==> src/rtl/logic_gate_pkg.sv <==
// Shared types for the registered bitwise logic pipe: op codes and FSM states.
package logic_gate_pkg;

  typedef enum logic [2:0] {
    OP_AND     = 3'd0,
    OP_OR      = 3'd1,
    OP_XOR     = 3'd2,
    OP_NAND    = 3'd3,
    OP_NOR     = 3'd4,
    OP_XNOR    = 3'd5,
    OP_ACC_AND = 3'd6,
    OP_ACC_OR  = 3'd7
  } op_e;

  typedef enum logic {
    ST_IDLE  = 1'b0,
    ST_ACCUM = 1'b1
  } state_e;

  // True for the two burst-folding ops.
  function automatic logic is_acc(op_e o);
    return (o == OP_ACC_AND) || (o == OP_ACC_OR);
  endfunction

endpackage

==> src/rtl/logic_gate_pipe_if.sv <==
// Streaming operand/result bundle for logic_gate_pipe.
interface logic_gate_pipe_if #(
  parameter int unsigned WIDTH = 8,
  parameter int unsigned CNT_W = 8
);
  logic             in_valid;
  logic             in_ready;
  logic [WIDTH-1:0] a;
  logic [WIDTH-1:0] b;
  logic [2:0]       op;
  logic             in_last;
  logic             out_valid;
  logic             out_ready;
  logic [WIDTH-1:0] y;
  logic             y_all;
  logic             y_any;
  logic [CNT_W-1:0] beat_cnt;

  modport master (
    output in_valid, a, b, op, in_last, out_ready,
    input  in_ready, out_valid, y, y_all, y_any, beat_cnt
  );

  modport slave (
    input  in_valid, a, b, op, in_last, out_ready,
    output in_ready, out_valid, y, y_all, y_any, beat_cnt
  );
endinterface

==> src/rtl/logic_skid_buf.sv <==
// Two-entry output skid buffer: head register drives the outputs, spare absorbs one
// more beat under backpressure. in_ready is registered from the next occupancy.
module logic_skid_buf #(
  parameter int unsigned DW = 8
) (
  input  logic          clk,
  input  logic          rst,
  input  logic          in_valid,
  input  logic [DW-1:0] in_data,
  output logic          in_ready,
  output logic          out_valid,
  input  logic          out_ready,
  output logic [DW-1:0] out_data
);

  logic          spare_v;
  logic [DW-1:0] spare_d;
  logic          head_v_n;
  logic [DW-1:0] head_d_n;
  logic          spare_v_n;
  logic [DW-1:0] spare_d_n;
  logic          ready_n;
  logic          push;
  logic          pop;

  // Next occupancy: head holds while stalled, otherwise refills from spare or input.
  always_comb begin
    head_v_n  = out_valid;
    head_d_n  = out_data;
    spare_v_n = spare_v;
    spare_d_n = spare_d;
    push      = in_valid && in_ready;
    pop       = out_valid && out_ready;
    if (out_valid && !pop) begin
      if (push) begin
        spare_v_n = 1'b1;
        spare_d_n = in_data;
      end
    end else if (spare_v) begin
      head_v_n = 1'b1;
      head_d_n = spare_d;
      if (push) begin
        spare_d_n = in_data;
      end else begin
        spare_v_n = 1'b0;
      end
    end else if (push) begin
      head_v_n = 1'b1;
      head_d_n = in_data;
    end else begin
      head_v_n = 1'b0;
    end
    ready_n = !(head_v_n && spare_v_n);
  end

  // Buffer registers; reset clears contents and holds in_ready low.
  always_ff @(posedge clk) begin
    if (rst) begin
      out_valid <= 1'b0;
      out_data  <= '0;
      spare_v   <= 1'b0;
      spare_d   <= '0;
      in_ready  <= 1'b0;
    end else begin
      out_valid <= head_v_n;
      out_data  <= head_d_n;
      spare_v   <= spare_v_n;
      spare_d   <= spare_d_n;
      in_ready  <= ready_n;
    end
  end

endmodule

==> src/rtl/logic_gate_pipe.sv <==
// Registered WIDTH-bit logic unit with eight ops, burst accumulation and a skid output.
module logic_gate_pipe
  import logic_gate_pkg::*;
#(
  parameter int unsigned WIDTH = 8,
  parameter int unsigned CNT_W = 8
) (
  input  logic            clk,
  input  logic            rst,
  logic_gate_pipe_if.slave bus
);

  localparam int unsigned DW = CNT_W + 2 + WIDTH;

  state_e           state_q, state_d;
  op_e              op_q, op_d;
  logic [WIDTH-1:0] acc_q, acc_d;
  logic [CNT_W-1:0] cnt_q, cnt_d;

  op_e              cur_op;
  logic [WIDTH-1:0] term;
  logic [WIDTH-1:0] fold;
  logic [CNT_W-1:0] fold_cnt;
  logic [WIDTH-1:0] res;
  logic [CNT_W-1:0] res_cnt;
  logic             emit;
  logic             accept;
  logic             ready;
  logic             out_valid;
  logic [DW-1:0]    out_data;

  // Op decode, accumulator fold, beat counting and IDLE/ACCUM next state.
  always_comb begin
    state_d  = state_q;
    op_d     = op_q;
    acc_d    = acc_q;
    cnt_d    = cnt_q;
    emit     = 1'b0;
    res      = '0;
    res_cnt  = '0;
    accept   = bus.in_valid && ready;
    cur_op   = (state_q == ST_ACCUM) ? op_q : op_e'(bus.op);
    term     = (cur_op == OP_ACC_AND) ? (bus.a & bus.b) : (bus.a | bus.b);
    fold     = term;
    fold_cnt = CNT_W'(1);
    if (state_q == ST_ACCUM) begin
      fold     = (cur_op == OP_ACC_AND) ? (acc_q & term) : (acc_q | term);
      fold_cnt = (cnt_q == {CNT_W{1'b1}}) ? cnt_q : CNT_W'(cnt_q + CNT_W'(1));
    end
    if (accept) begin
      if (is_acc(cur_op)) begin
        acc_d = fold;
        cnt_d = fold_cnt;
        if (bus.in_last) begin
          emit    = 1'b1;
          res     = fold;
          res_cnt = fold_cnt;
          state_d = ST_IDLE;
        end else begin
          op_d    = cur_op;
          state_d = ST_ACCUM;
        end
      end else begin
        emit    = 1'b1;
        res_cnt = CNT_W'(1);
        case (cur_op)
          OP_AND:  res = bus.a & bus.b;
          OP_OR:   res = bus.a | bus.b;
          OP_XOR:  res = bus.a ^ bus.b;
          OP_NAND: res = ~(bus.a & bus.b);
          OP_NOR:  res = ~(bus.a | bus.b);
          OP_XNOR: res = ~(bus.a ^ bus.b);
          default: res = term;
        endcase
      end
    end
  end

  // FSM and accumulator state; reset discards any partial burst.
  always_ff @(posedge clk) begin
    if (rst) begin
      state_q <= ST_IDLE;
      op_q    <= OP_AND;
      acc_q   <= '0;
      cnt_q   <= '0;
    end else begin
      state_q <= state_d;
      op_q    <= op_d;
      acc_q   <= acc_d;
      cnt_q   <= cnt_d;
    end
  end

  logic_skid_buf #(.DW(DW)) u_skid (
    .clk       (clk),
    .rst       (rst),
    .in_valid  (emit),
    .in_data   ({res_cnt, |res, &res, res}),
    .in_ready  (ready),
    .out_valid (out_valid),
    .out_ready (bus.out_ready),
    .out_data  (out_data)
  );

  assign bus.in_ready  = ready;
  assign bus.out_valid = out_valid;
  assign bus.y         = out_data[WIDTH-1:0];
  assign bus.y_all     = out_data[WIDTH];
  assign bus.y_any     = out_data[WIDTH+1];
  assign bus.beat_cnt  = out_data[DW-1 -: CNT_W];

endmodule

==> src/flat_wrapper.sv <==
// flat-port wrapper written by rule: the top's interface ports become plain ports
module logic_gate_pipe_flat import logic_gate_pkg::*;
#(
  parameter int unsigned WIDTH = 8,
  parameter int unsigned CNT_W = 8
)
  (clk, rst, bus_in_valid, bus_a, bus_b, bus_op, bus_in_last, bus_out_ready, bus_in_ready, bus_out_valid, bus_y, bus_y_all, bus_y_any, bus_beat_cnt);
  logic_gate_pipe_if #(.WIDTH(WIDTH), .CNT_W(CNT_W)) bus_i ();
  input  logic clk;
  input  logic rst;
  input wire logic [$bits(bus_i.in_valid)-1:0] bus_in_valid;
  input wire logic [$bits(bus_i.a)-1:0] bus_a;
  input wire logic [$bits(bus_i.b)-1:0] bus_b;
  input wire logic [$bits(bus_i.op)-1:0] bus_op;
  input wire logic [$bits(bus_i.in_last)-1:0] bus_in_last;
  input wire logic [$bits(bus_i.out_ready)-1:0] bus_out_ready;
  output wire logic [$bits(bus_i.in_ready)-1:0] bus_in_ready;
  output wire logic [$bits(bus_i.out_valid)-1:0] bus_out_valid;
  output wire logic [$bits(bus_i.y)-1:0] bus_y;
  output wire logic [$bits(bus_i.y_all)-1:0] bus_y_all;
  output wire logic [$bits(bus_i.y_any)-1:0] bus_y_any;
  output wire logic [$bits(bus_i.beat_cnt)-1:0] bus_beat_cnt;
  assign bus_i.in_valid = bus_in_valid;
  assign bus_i.a = bus_a;
  assign bus_i.b = bus_b;
  assign bus_i.op = bus_op;
  assign bus_i.in_last = bus_in_last;
  assign bus_i.out_ready = bus_out_ready;
  assign bus_in_ready = bus_i.in_ready;
  assign bus_out_valid = bus_i.out_valid;
  assign bus_y = bus_i.y;
  assign bus_y_all = bus_i.y_all;
  assign bus_y_any = bus_i.y_any;
  assign bus_beat_cnt = bus_i.beat_cnt;
  logic_gate_pipe #(.WIDTH(WIDTH), .CNT_W(CNT_W)) u_core (.clk(clk), .rst(rst), .bus(bus_i));
endmodule
==> config.mk <==
export PLATFORM = sky130hd
export DESIGN_NAME = logic_gate_pipe_flat
export DESIGN_NICKNAME = d
export VERILOG_FILES = /design/src/rtl/logic_gate_pkg.sv /design/src/rtl/logic_gate_pipe_if.sv /design/src/rtl/logic_skid_buf.sv /design/src/rtl/logic_gate_pipe.sv /design/src/flat_wrapper.sv
export SDC_FILE = /design/constraint.sdc
export NUM_CORES = 1
export LEC_CHECK = 0
export BUFFER_PORTS_ARGS = -buffer_cell sky130_fd_sc_hd__clkbuf_2
export CORE_MARGIN = 10
export CORE_UTILIZATION = 40
export CTS_BUF_LIST = sky130_fd_sc_hd__clkbuf_2 sky130_fd_sc_hd__clkbuf_4 sky130_fd_sc_hd__clkbuf_8
export CTS_CLUSTER_DIAMETER = 40
export DETAILED_ROUTE_END_ITERATION = 10
export GPL_TIMING_DRIVEN = 0
export HOLD_SLACK_MARGIN = 0.05
export PLACE_DENSITY = 0.55
export SLEW_MARGIN = 20
export SYNTH_ARGS = -nofsm -noshare
export SYNTH_HDL_FRONTEND = slang
export SYNTH_SLANG_ARGS = --single-unit
==> constraint.sdc <==
create_clock -name clk -period 2.6 [get_ports clk]
set_input_delay 0.52 -clock clk [delete_from_list [all_inputs] [get_ports clk]]
set_output_delay 0.52 -clock clk [all_outputs]
set_load 0.03 [all_outputs]
==> results.md, run 1 <==
- Routed wl met2: 6110 um
- PortBufs: 42
- Worst Setup End Kind: flop
- Initial Util: 41.1%
- Largest net degree at the start of global routing: 12
- Buf/Inv on CP: 2
- Final wirelength: 13300 um
- Slowest-stage cell, CP: a2111oi_4
- Global route total overflow: 0
- Hold Crit Depth: 2
- Leakage power: 1.75 nW
- Max Root-Sink Buffers: 2
- Max Cap Violations: 0
- DRC: 0
- Register bit total from synthesis: 59
- Yosys warning count: 0
- Synth Instances: 534
- Row cnt: 36
- Per-cell routed wire length: 18.1 um
- Reg2reg start: u_core.state_q$_SDFFE_PP0P_
- Die Y-Extent: 120 um
- Pwr dens: 489 nW/um^2
- Die area: 14400 um^2
- Kind of cell adding the most delay to the critical path: compound AO/OA/AOI/OAI gates
- Wire length on met1: 6030 um
- DR top layer: met4
- Final nets: 634
- Most common library cells after synthesis: a21oi_1, dfxtp_1, nor2_1
- CTS root buf: clkbuf_8
- Post-synthesis sequential area ratio: 29.4%
- Layout cells sized above 1: 18.2%
- Worst-path cell chain: buf_8, mux2_4, buf_6, nand2_1, o32ai_1, a221o_1, a2111oi_4, nand4bb_4, o31a_1
- Top post-synthesis cells by area: dfxtp_1, a21oi_1, ha_1, o21ai_0, nor2_1
- DR vias/cell: 5.75
- Mapped Nets: 575
- Die X: 120 um
- Area Overhead vs Synth: 19.2%
- RSZ-0062 raised after global routing: no
- Critical path endpoint: u_core.u_skid.out_data[9]$_SDFFE_PP0P_
- Unique masters post-synth: 56
- Worst path depth: 9
- Tot GR Track Use: 18.2%
- Reg2Reg Depth: 9
- Antenna viol nets, final: 0
- CP required: 2.84 ns
- Initial antenna violation count: 0
- Vias after detailed routing: 4200
- Total negative slack: 0 ns
- # hold bufs at CTS: 0
- 1st-iter DRT viols: 398
- Kind of start point of the critical path: flop
- DP Wirelength: 9860 um
- Netlist Area Pre-Place: 4010 um^2
- Status: complete, no violations
- Drt pass-1 iters: 5
- IO Pins: 44
- Worst-path clk slew: 0.08 ns
- Worst relative slew slack: 43.9%
- Ant. Diodes: 0
- Main synth FF type: dfxtp_1
- Worst setup path start: u_core.state_q$_SDFFE_PP0P_
- WL met3: 886 um
- Hold Fails Final Rpt: 0
- CTS Buf Count: 9
- R2R setup slack: 0.07 ns
- Vias in the first global route: 4163
- CP Class: flop to flop
- Final min period: 2.53 ns
- CORE AREA: 9770 um^2
- Clock Skew: 0.0102 ns
- CP max stage delay: 0.46 ns
- First-pass GRT wire length: 21600 um
- Worst Tran Pin Value: 0.841 ns
- CTS tree: done
- Worst r2r dst: u_core.u_skid.out_data[9]$_SDFFE_PP0P_
- Design Area, Final: 4780 um^2
- CP arrival: 2.77 ns
- CTS sink count: 59
- Min-Delay Path Class: flop to flop
- Slew Limit Fails: 0
- Yosys top cell area share: 29.4%
- Placed inst area: 4390 um^2
- Clk_lat worst skew: 0.34 ns
- Most common cell in the netlist: a21oi_1
- EDFF count, synth: 0
- Final period util: 97.4%
- VDD IR-drop max: 0.253 mV
- FMAX: 395 MHz
- Synthesized area per cell: 7.52 um^2
- Routability cong.: 0.875
- Final setup fails: 0
- Synth async-reset ratio: 0%
- Critical path peak fanout: 10
- Synth area leader: dfxtp_1
- H-tree depth: 3
[per-stage QoR]
stage / hold WS [ns] / instances / worst slack (ns) / power, mW / utilization (%)
2_1_floorplan: 0.436 / 534 / 0.282 / 1.29 / -
3_3_place_gp: 0.443 / 709 / -0.467 / 1.42 / 44.9
3_5_place_dp: 0.447 / 709 / -0.460 / 1.43 / 44.9
4_1_cts: 0.457 / 727 / 0.00590 / 2.31 / 47.6
5_1_grt: 0.478 / 731 / 0.00270 / 2.44 / 48.9
6_report: 0.455 / 731 / 0.0677 / 2.34 / 48.9
[sequential cells by signal, summed over array words and instances (netlist names)]
signal	cells
u_core.op_q	3
u_core.u_skid.out_valid	1
u_core.u_skid.spare_v	1
u_core.acc_q	8
u_core.state_q	1
u_core.u_skid.out_data	18
u_core.cnt_q	8
u_core.u_skid.spare_d	18
u_core.u_skid.in_ready	1
[repair_timing]
| action | CTS | global route |
|---|---|---|
| gates cloned | 0 | 1 |
| resized for setup | 8 | 26 |
| endpoints found under the setup margin | 3 | 9 |
| pin swaps | 3 | 7 |
| buffers inserted | 2 | 3 |
[layout make-up]
class	instances	area [um^2]
well taps	133	166
plain buffers	39	190
inverters	31	116
clock buffers	10	138
clock inverters	6	65.1
fillers	988	4990
flip-flops and latches	59	1190
multi-input cells	405	2670
repair buffers	48	253
[layer usage]
| metal | track usage [%] | vias up |
|---|---|---|
| li1 | - | 2067 |
| met5 | 0 | - |
| met4 | 5.43 | 0 |
| met3 | 3.72 | 20 |
| met1 | 23.9 | 1960 |
| met2 | 29.5 | 153 |
[cell families after synthesis]
| family | count (synthesis) | synth area share [%] |
|---|---|---|
| AND/OR/NAND/NOR | 176 | 20.4 |
| adder cells (fa/ha/maj) | 17 | 5.30 |
| buffers and inverters | 70 | 7.14 |
| multiplexers | 20 | 7.17 |
| AO/OA/AOI/OAI | 189 | 29.9 |
| XOR/XNOR | 3 | 0.655 |
| flip-flops | 59 | 29.4 |
[power by group]
part	switching, mW	leakage (nW)	internal (mW)	total [mW]
clock	0.408	0.102	0.469	0.876
combinational	0.324	1.16	0.190	0.515
sequential	0.0169	0.481	0.930	0.947
[placed cells by master, fill, tap and decap left out, types with 6 or more instances in the layout]
| cell | count |
|---|---|
| buf_4 | 8 |
| clkbuf_1 | 26 |
| o21ai_0 | 42 |
| nor2_1 | 53 |
| clkbuf_8 | 10 |
| mux2i_1 | 8 |
| o32ai_1 | 9 |
| nand4_1 | 6 |
| nand2_1 | 53 |
| nand3_1 | 15 |
| a22oi_1 | 7 |
| o211ai_1 | 6 |
| nand2b_1 | 9 |
| nor3_1 | 10 |
| clkbuf_2 | 44 |
| dfxtp_1 | 56 |
| a211oi_1 | 21 |
| inv_1 | 30 |
| a21oi_1 | 61 |
| ha_1 | 17 |
[worst register-to-register path, cell delays in order (launching register included)]
cell,delay (ns)
dfxtp_4,0.37
buf_8,0.14
mux2_4,0.32
buf_6,0.15
nand2_1,0.10
o32ai_1,0.09
a221o_1,0.33
a2111oi_4,0.46
nand4bb_4,0.16
o31a_1,0.31
[worst min path at each step]
stage                                                       from                                      to  slack (ns)
final                     u_core.u_skid.spare_d[12]$_SDFFE_PP0P_  u_core.u_skid.spare_d[12]$_SDFFE_PP0P_        0.46
after global routing       u_core.u_skid.spare_d[1]$_SDFFE_PP0P_   u_core.u_skid.spare_d[1]$_SDFFE_PP0P_        0.48
after CTS                  u_core.u_skid.spare_d[3]$_SDFFE_PP0P_   u_core.u_skid.spare_d[3]$_SDFFE_PP0P_        0.46
after detailed placement   u_core.u_skid.spare_d[3]$_SDFFE_PP0P_   u_core.u_skid.spare_d[3]$_SDFFE_PP0P_        0.45
after global placement     u_core.u_skid.spare_d[4]$_SDFFE_PP0P_   u_core.u_skid.spare_d[4]$_SDFFE_PP0P_        0.44
after floorplan           u_core.u_skid.spare_d[11]$_SDFFE_PP0P_  u_core.u_skid.spare_d[11]$_SDFFE_PP0P_        0.44
(Power assumes the default switching activity.)
==> inputs of run 2 (changes only) <==
--- a/config.mk
+++ b/config.mk
@@ -6,6 +6,7 @@
 export NUM_CORES = 1
 export LEC_CHECK = 0
 export BUFFER_PORTS_ARGS = -buffer_cell sky130_fd_sc_hd__clkbuf_2
+export CORE_ASPECT_RATIO = 0.75
 export CORE_MARGIN = 10
 export CORE_UTILIZATION = 40
 export CTS_BUF_LIST = sky130_fd_sc_hd__clkbuf_2 sky130_fd_sc_hd__clkbuf_4 sky130_fd_sc_hd__clkbuf_8
==> run 2 against run 1 <==
Compared with the run above:
- sequential share of layout area increased by 0.38 points
- register-to-register slack improved by 0.02 ns
- clock-buffer cell count increased by 1
- combinational power decreased by 2%
- largest cell class unchanged
- largest power group unchanged
==> results.md, run 2 (synthesis gave the netlist of run 1 again) <==
- Met3 Usage GRT: 6.02%
- Pint: 1.46 mW
- Met1 Usage GRT: 26.6%
- Final setup fails: 0
- Critical path peak fanout: 8
- Worst setup path start: u_core.state_q$_SDFFE_PP0P_
- Status: complete, no violations
- # hold bufs at CTS: 0
- DP Wirelength: 10000 um
- Kind of cell adding the most delay to the critical path: compound AO/OA/AOI/OAI gates
- Antenna viol nets, final: 0
- Final nets: 635
- Drt pass-1 iters: 5
- Per-cell routed wire length: 18.4 um
- Slew Limit Fails: 0
- FMAX: 399 MHz
- Worst-path clk slew: 0.07 ns
- Initial Util: 41.2%
- Die X: 136 um
- Worst r2r dst: u_core.u_skid.out_data[9]$_SDFFE_PP0P_
- Worst path depth: 10
- Layout cells sized above 1: 17.5%
- CP required: 2.83 ns
- Top flop regs: u_core.u_skid.out_data x18, u_core.u_skid.spare_d x18
- 1st-iter DRT viols: 454
- Vias after detailed routing: 4334
- H-tree depth: 3
- Clock Skew: 0.0103 ns
- Die Y-Extent: 107 um
- Hold Fails Final Rpt: 0
- Reg2reg start: u_core.state_q$_SDFFE_PP0P_
- Reg2Reg Depth: 10
- Final period util: 96.4%
- Total power: 2.14 mW
- Buf/Inv on CP: 3
- Routability cong.: 0.922
- GR Layer Usage met2: 24.1%
- DR vias/cell: 5.96
- Global route total overflow: 0
- CTS root buf: clkbuf_8
- Final wirelength: 13400 um
- Flop pwr share: 44.4%
- Pwr dens: 456 nW/um^2
- Filler instances: 1031
- DRC: 0
- CTS sink count: 59
- Min-Delay Path Class: flop to flop
- Die area: 14500 um^2
- Worst Tran Pin Value: 0.720 ns
- VDD IR-drop max: 0.204 mV
- CP max stage delay: 0.39 ns
- Worst-path cell chain: buf_8, mux2i_4, buf_6, buf_4, a21oi_2, o21ai_0, a221o_1, a2111oi_4, nand4bb_1, o31a_1
- Clk_lat worst skew: 0.35 ns
- Worst relative slew slack: 51.5%
- Comb power frac: 23.6%
- Largest net degree at the start of global routing: 11
- First-pass GRT wire length: 21100 um
- Gr busiest metal: met1
- Critical path endpoint: u_core.u_skid.out_data[9]$_SDFFE_PP0P_
- Area Overhead vs Synth: 17.0%
- Max Cap Violations: 0
- PortBufs: 42
- Leakage power: 1.73 nW
- Switching share of total power: 31.8%
- CP Class: flop to flop
- Row cnt: 31
- Switch Pwr: 0.682 mW
- Design Area, Final: 4700 um^2
- CP arrival: 2.74 ns
- R2R setup slack: 0.09 ns
- Max Root-Sink Buffers: 2
- Most common cell after layout, fill and taps aside: a21oi_1
- Most frequent cells in the layout: a21oi_1, dfxtp_1, nor2_1, nand2_1, clkbuf_2
- CTS Buf Count: 9
- Finished Core Util: 48.2%
- Clock power frac: 32.0%
- CORE AREA: 9740 um^2
- Kind of start point of the critical path: flop
- Tot GR Track Use: 18.1%
- Vias in the first global route: 3894
- Final min period: 2.51 ns
- Slowest-stage cell, CP: a221o_1
- Placed inst area: 4390 um^2
- Initial antenna violation count: 0
- Ant. Diodes: 0
- Worst Setup End Kind: flop
- CTS tree: done
- IO Pins: 44
-- run 2: cell types whose count changed in the layout (fill, tap and decap cells not counted), moves of 2 or more --
cell	before	now
clkbuf_1	26	23
clkbuf_2	44	46
clkbuf_4	2	4
clkinv_4	2	0
-- run 2: power by group through the flow --
stage | clock network, mW | logic, mW | registers [mW]
4_1_cts | 0.711 | 0.474 | 0.950
3_5_place_dp | 0 | 0.462 | 0.970
6_report | 0.686 | 0.506 | 0.951
3_3_place_gp | 0 | 0.458 | 0.969
2_1_floorplan | 0 | 0.284 | 1.00
5_1_grt | 0.749 | 0.549 | 0.953
-- run 2: metal layers --
layer	vias up	share of wire, %
li1	2056	-
met1	2081	49
met2	180	41
met3	17	9.2
met4	0	0.84
met5	-	0
-- run 2: timing repair --
action | 4_1_cts | 5_1_grt
setup buffers | 4 | 3
hold endpoints to repair | 0 | 0
endpoints found under the setup margin | 5 | 30
gates resized for setup | 6 | 27
pin swaps | 1 | 8
-- run 2: worst min-delay path, delay by kind of cell, from the launching register on --
family           cells  cell delay [ns]
flip-flops           1             0.31
AND/OR/NAND/NOR      1             0.05
AO/OA/AOI/OAI        1             0.05
-- run 2: cell type report --
type	count	area [um^2]	area share (%)
clock buffers	11	139	2.96
multi-input cells	405	2630	56.0
flip-flops and latches	59	1180	25.2
inverters	31	116	2.48
well taps	132	165	3.52
clock inverters	1	5.00	0.107
plain buffers	39	190	4.05
repair buffers	49	267	5.68
-- run 2: stage by stage --
step,hold WS [ns],worst slack [ns],std cells,TNS [ns]
2_1_floorplan,0.436,0.282,534,0
3_3_place_gp,0.442,-0.382,708,-1.33
3_5_place_dp,0.446,-0.398,708,-1.59
4_1_cts,0.454,0.00276,724,0
5_1_grt,0.470,-0.00945,727,-0.00945
6_report,0.453,0.0925,727,0
-- run 2: worst min path at each step --
stage                                            from                                      to  slack [ns]  cells after the start
6_report       u_core.u_skid.spare_d[12]$_SDFFE_PP0P_  u_core.u_skid.spare_d[12]$_SDFFE_PP0P_        0.45                      2
5_1_grt         u_core.u_skid.spare_d[7]$_SDFFE_PP0P_   u_core.u_skid.spare_d[7]$_SDFFE_PP0P_        0.47                      2
4_1_cts        u_core.u_skid.spare_d[12]$_SDFFE_PP0P_  u_core.u_skid.spare_d[12]$_SDFFE_PP0P_        0.45                      2
3_5_place_dp   u_core.u_skid.spare_d[12]$_SDFFE_PP0P_  u_core.u_skid.spare_d[12]$_SDFFE_PP0P_        0.45                      2
3_3_place_gp   u_core.u_skid.spare_d[12]$_SDFFE_PP0P_  u_core.u_skid.spare_d[12]$_SDFFE_PP0P_        0.44                      2
2_1_floorplan  u_core.u_skid.spare_d[11]$_SDFFE_PP0P_  u_core.u_skid.spare_d[11]$_SDFFE_PP0P_        0.44                      2
==> inputs of run 3 (changes only) <==
--- a/config.mk
+++ b/config.mk
@@ -6,7 +6,7 @@
 export NUM_CORES = 1
 export LEC_CHECK = 0
 export BUFFER_PORTS_ARGS = -buffer_cell sky130_fd_sc_hd__clkbuf_2
-export CORE_ASPECT_RATIO = 0.75
+export CORE_ASPECT_RATIO = 0.5
 export CORE_MARGIN = 10
 export CORE_UTILIZATION = 40
 export CTS_BUF_LIST = sky130_fd_sc_hd__clkbuf_2 sky130_fd_sc_hd__clkbuf_4 sky130_fd_sc_hd__clkbuf_8
==> run 3 against run 2 <==
Compared with the run above:
- sequential cell count did not move
- clock-buffer cell count fell by 2
- setup slack got worse by 0.028 ns
- total power rose by 14%
- die area rose by 1.4%
- critical path type unchanged
- maximum frequency fell by 1.1%
- highest routed layer unchanged
- combinational power rose by 2%
- largest power group is now the clock network
- global-route usage fell by 0.27 points
- non-clock buffer count fell by 1
- final area rose by 2.0%
==> results.md, run 3 (synthesis gave the netlist of run 1 again) <==
- Routability cong.: 0.859
- CP arrival: 2.78 ns
- Drt pass-1 iters: 5
- Pwr dens: 512 nW/um^2
- H-tree depth: 3
- Clk_lat worst skew: 0.36 ns
- CTS root buf: clkbuf_8
- Leakage power: 1.75 nW
- Largest net degree at the start of global routing: 13
- Layout cells sized above 1: 17.9%
- Most common cell after layout, fill and taps aside: a21oi_1
- Initial Util: 41.8%
- Critical path peak fanout: 10
- Die X: 162 um
- Final wirelength: 13400 um
- Tot GR Track Use: 17.8%
- Slowest-stage cell, CP: a2111oi_4
- Kind of cell adding the most delay to the critical path: compound AO/OA/AOI/OAI gates
- Antenna viol nets, final: 0
- Status: complete, no violations
- Worst relative slew slack: 43.0%
- Total negative slack: 0 ns
- Max Root-Sink Buffers: 2
- DR vias/cell: 5.73
- Final nets: 634
- # hold bufs at CTS: 0
- Final min period: 2.54 ns
- PortBufs: 42
- DP Wirelength: 9480 um
- Ant. Diodes: 0
- Die area: 14700 um^2
- CTS tree: done
- Top flop regs: u_core.u_skid.out_data x18, u_core.u_skid.spare_d x18
- Hold Fails Final Rpt: 0
- Filler instances: 981
- Kind of start point of the critical path: flop
- Row cnt: 25
- Max Cap Violations: 0
- Slew Limit Fails: 0
- Worst-path cell chain: buf_8, mux2_4, buf_6, buf_4, a32oi_2, a31oi_2, a2111oi_4, nand4bb_4, o31a_1
- Clock Skew: 0.0116 ns
- FMAX: 394 MHz
- Global route total overflow: 0
- CTS Buf Count: 9
- R2R setup slack: 0.06 ns
- Most frequent cells in the layout: a21oi_1, dfxtp_1, nor2_1, nand2_1, clkbuf_2
- Area Overhead vs Synth: 19.3%
- First-pass GRT wire length: 21300 um
- Min-Delay Path Class: flop to flop
- Worst Tran Pin Value: 0.855 ns
- Initial antenna violation count: 0
- CP Class: flop to flop
- 1st-iter DRT viols: 258
- Final setup fails: 0
- Die Y-Extent: 90.8 um
- CTS sink count: 59
- DRC: 0
- VDD IR-drop max: 0.228 mV
- Worst Setup End Kind: flop
- IO Pins: 44
- Buf/Inv on CP: 3
- CP required: 2.84 ns
- Total power: 2.45 mW
- Worst-path clk slew: 0.08 ns
- CORE AREA: 9600 um^2
- Per-cell routed wire length: 18.3 um
- Final period util: 97.5%
- CP max stage delay: 0.42 ns
- Vias after detailed routing: 4201
- Vias in the first global route: 3881
## run 3: cell types whose count changed in the layout (fill, tap and decap cells not counted), moves of 2 or more
cell,previous run,this run
clkbuf_4,4,1
a31oi_1,2,0
a31oi_2,1,3
bufinv_16,0,2
clkbuf_1,23,25
inv_6,0,2
## run 3: routing by layer
metal / wire length (um) / share of wire [%] / vias to the layer above / track usage (%)
li1: - / - / 2066 / -
met1: 6600 / 49 / 1989 / 24.7
met2: 5740 / 43 / 130 / 27.1
met3: 931 / 6.9 / 16 / 4.28
met4: 153 / 1.1 / 0 / 4.22
met5: 0 / 0 / - / 0
## run 3: stage by stage
stage / area (um^2) / util [%] / hold slack [ns] / setup slack, ns / std cells
floorplan: 4010 / - / 0.436 / 0.282 / 534
global placement: 4390 / 45.7 / 0.442 / -0.553 / 711
detailed placement: 4390 / 45.7 / 0.448 / -0.554 / 711
CTS: 4670 / 48.6 / 0.458 / 0.000118 / 729
global route: 4790 / 49.9 / 0.473 / -0.0326 / 733
finish: 4790 / 49.9 / 0.457 / 0.0642 / 733
## run 3: cell type report
cell class                 instances  area [um^2]  share of cell area [%]
clock inverter                     7         98.8                    2.06
clock buffer                       9          124                    2.59
inverter                          31          116                    2.43
multi-input combinational        405         2650                    55.3
sequential                        59         1190                    24.8
buffer                            39          191                    4.00
timing repair buffer              48          253                    5.28
tap                              135          169                    3.53
## run 3: path summary, 6_finish.rpt
kind | end | cells past startpoint | from
worst max-delay path | u_core.u_skid.out_data[9]$_SDFFE_PP0P_ | 9 | u_core.state_q$_SDFFE_PP0P_
worst min-delay path | u_core.u_skid.spare_d[12]$_SDFFE_PP0P_ | 2 | u_core.u_skid.spare_d[12]$_SDFFE_PP0P_
worst max register to register | u_core.u_skid.out_data[9]$_SDFFE_PP0P_ | 9 | u_core.state_q$_SDFFE_PP0P_
worst min register to register | u_core.u_skid.spare_d[12]$_SDFFE_PP0P_ | 2 | u_core.u_skid.spare_d[12]$_SDFFE_PP0P_
## run 3: worst min-delay path, stage by stage (launching register included)
cell     delay (ns)
dfxtp_1        0.31
nand2_1        0.05
a21oi_1        0.05
## run 3: what timing repair did
item	CTS	global route
resized for setup	7	26
setup buffers	2	3
endpoints found under the setup margin	6	19
endpoints found under the hold margin	0	0
cloned	0	1
pin swaps	2	9
## run 3: where the power goes
group / switching (mW) / internal (mW) / total, mW / leakage [nW]
logic: 0.325 / 0.190 / 0.515 / 1.16
clock network: 0.442 / 0.546 / 0.988 / 0.110
registers: 0.0172 / 0.930 / 0.947 / 0.481
total: 0.784 / 1.67 / 2.45 / 1.75
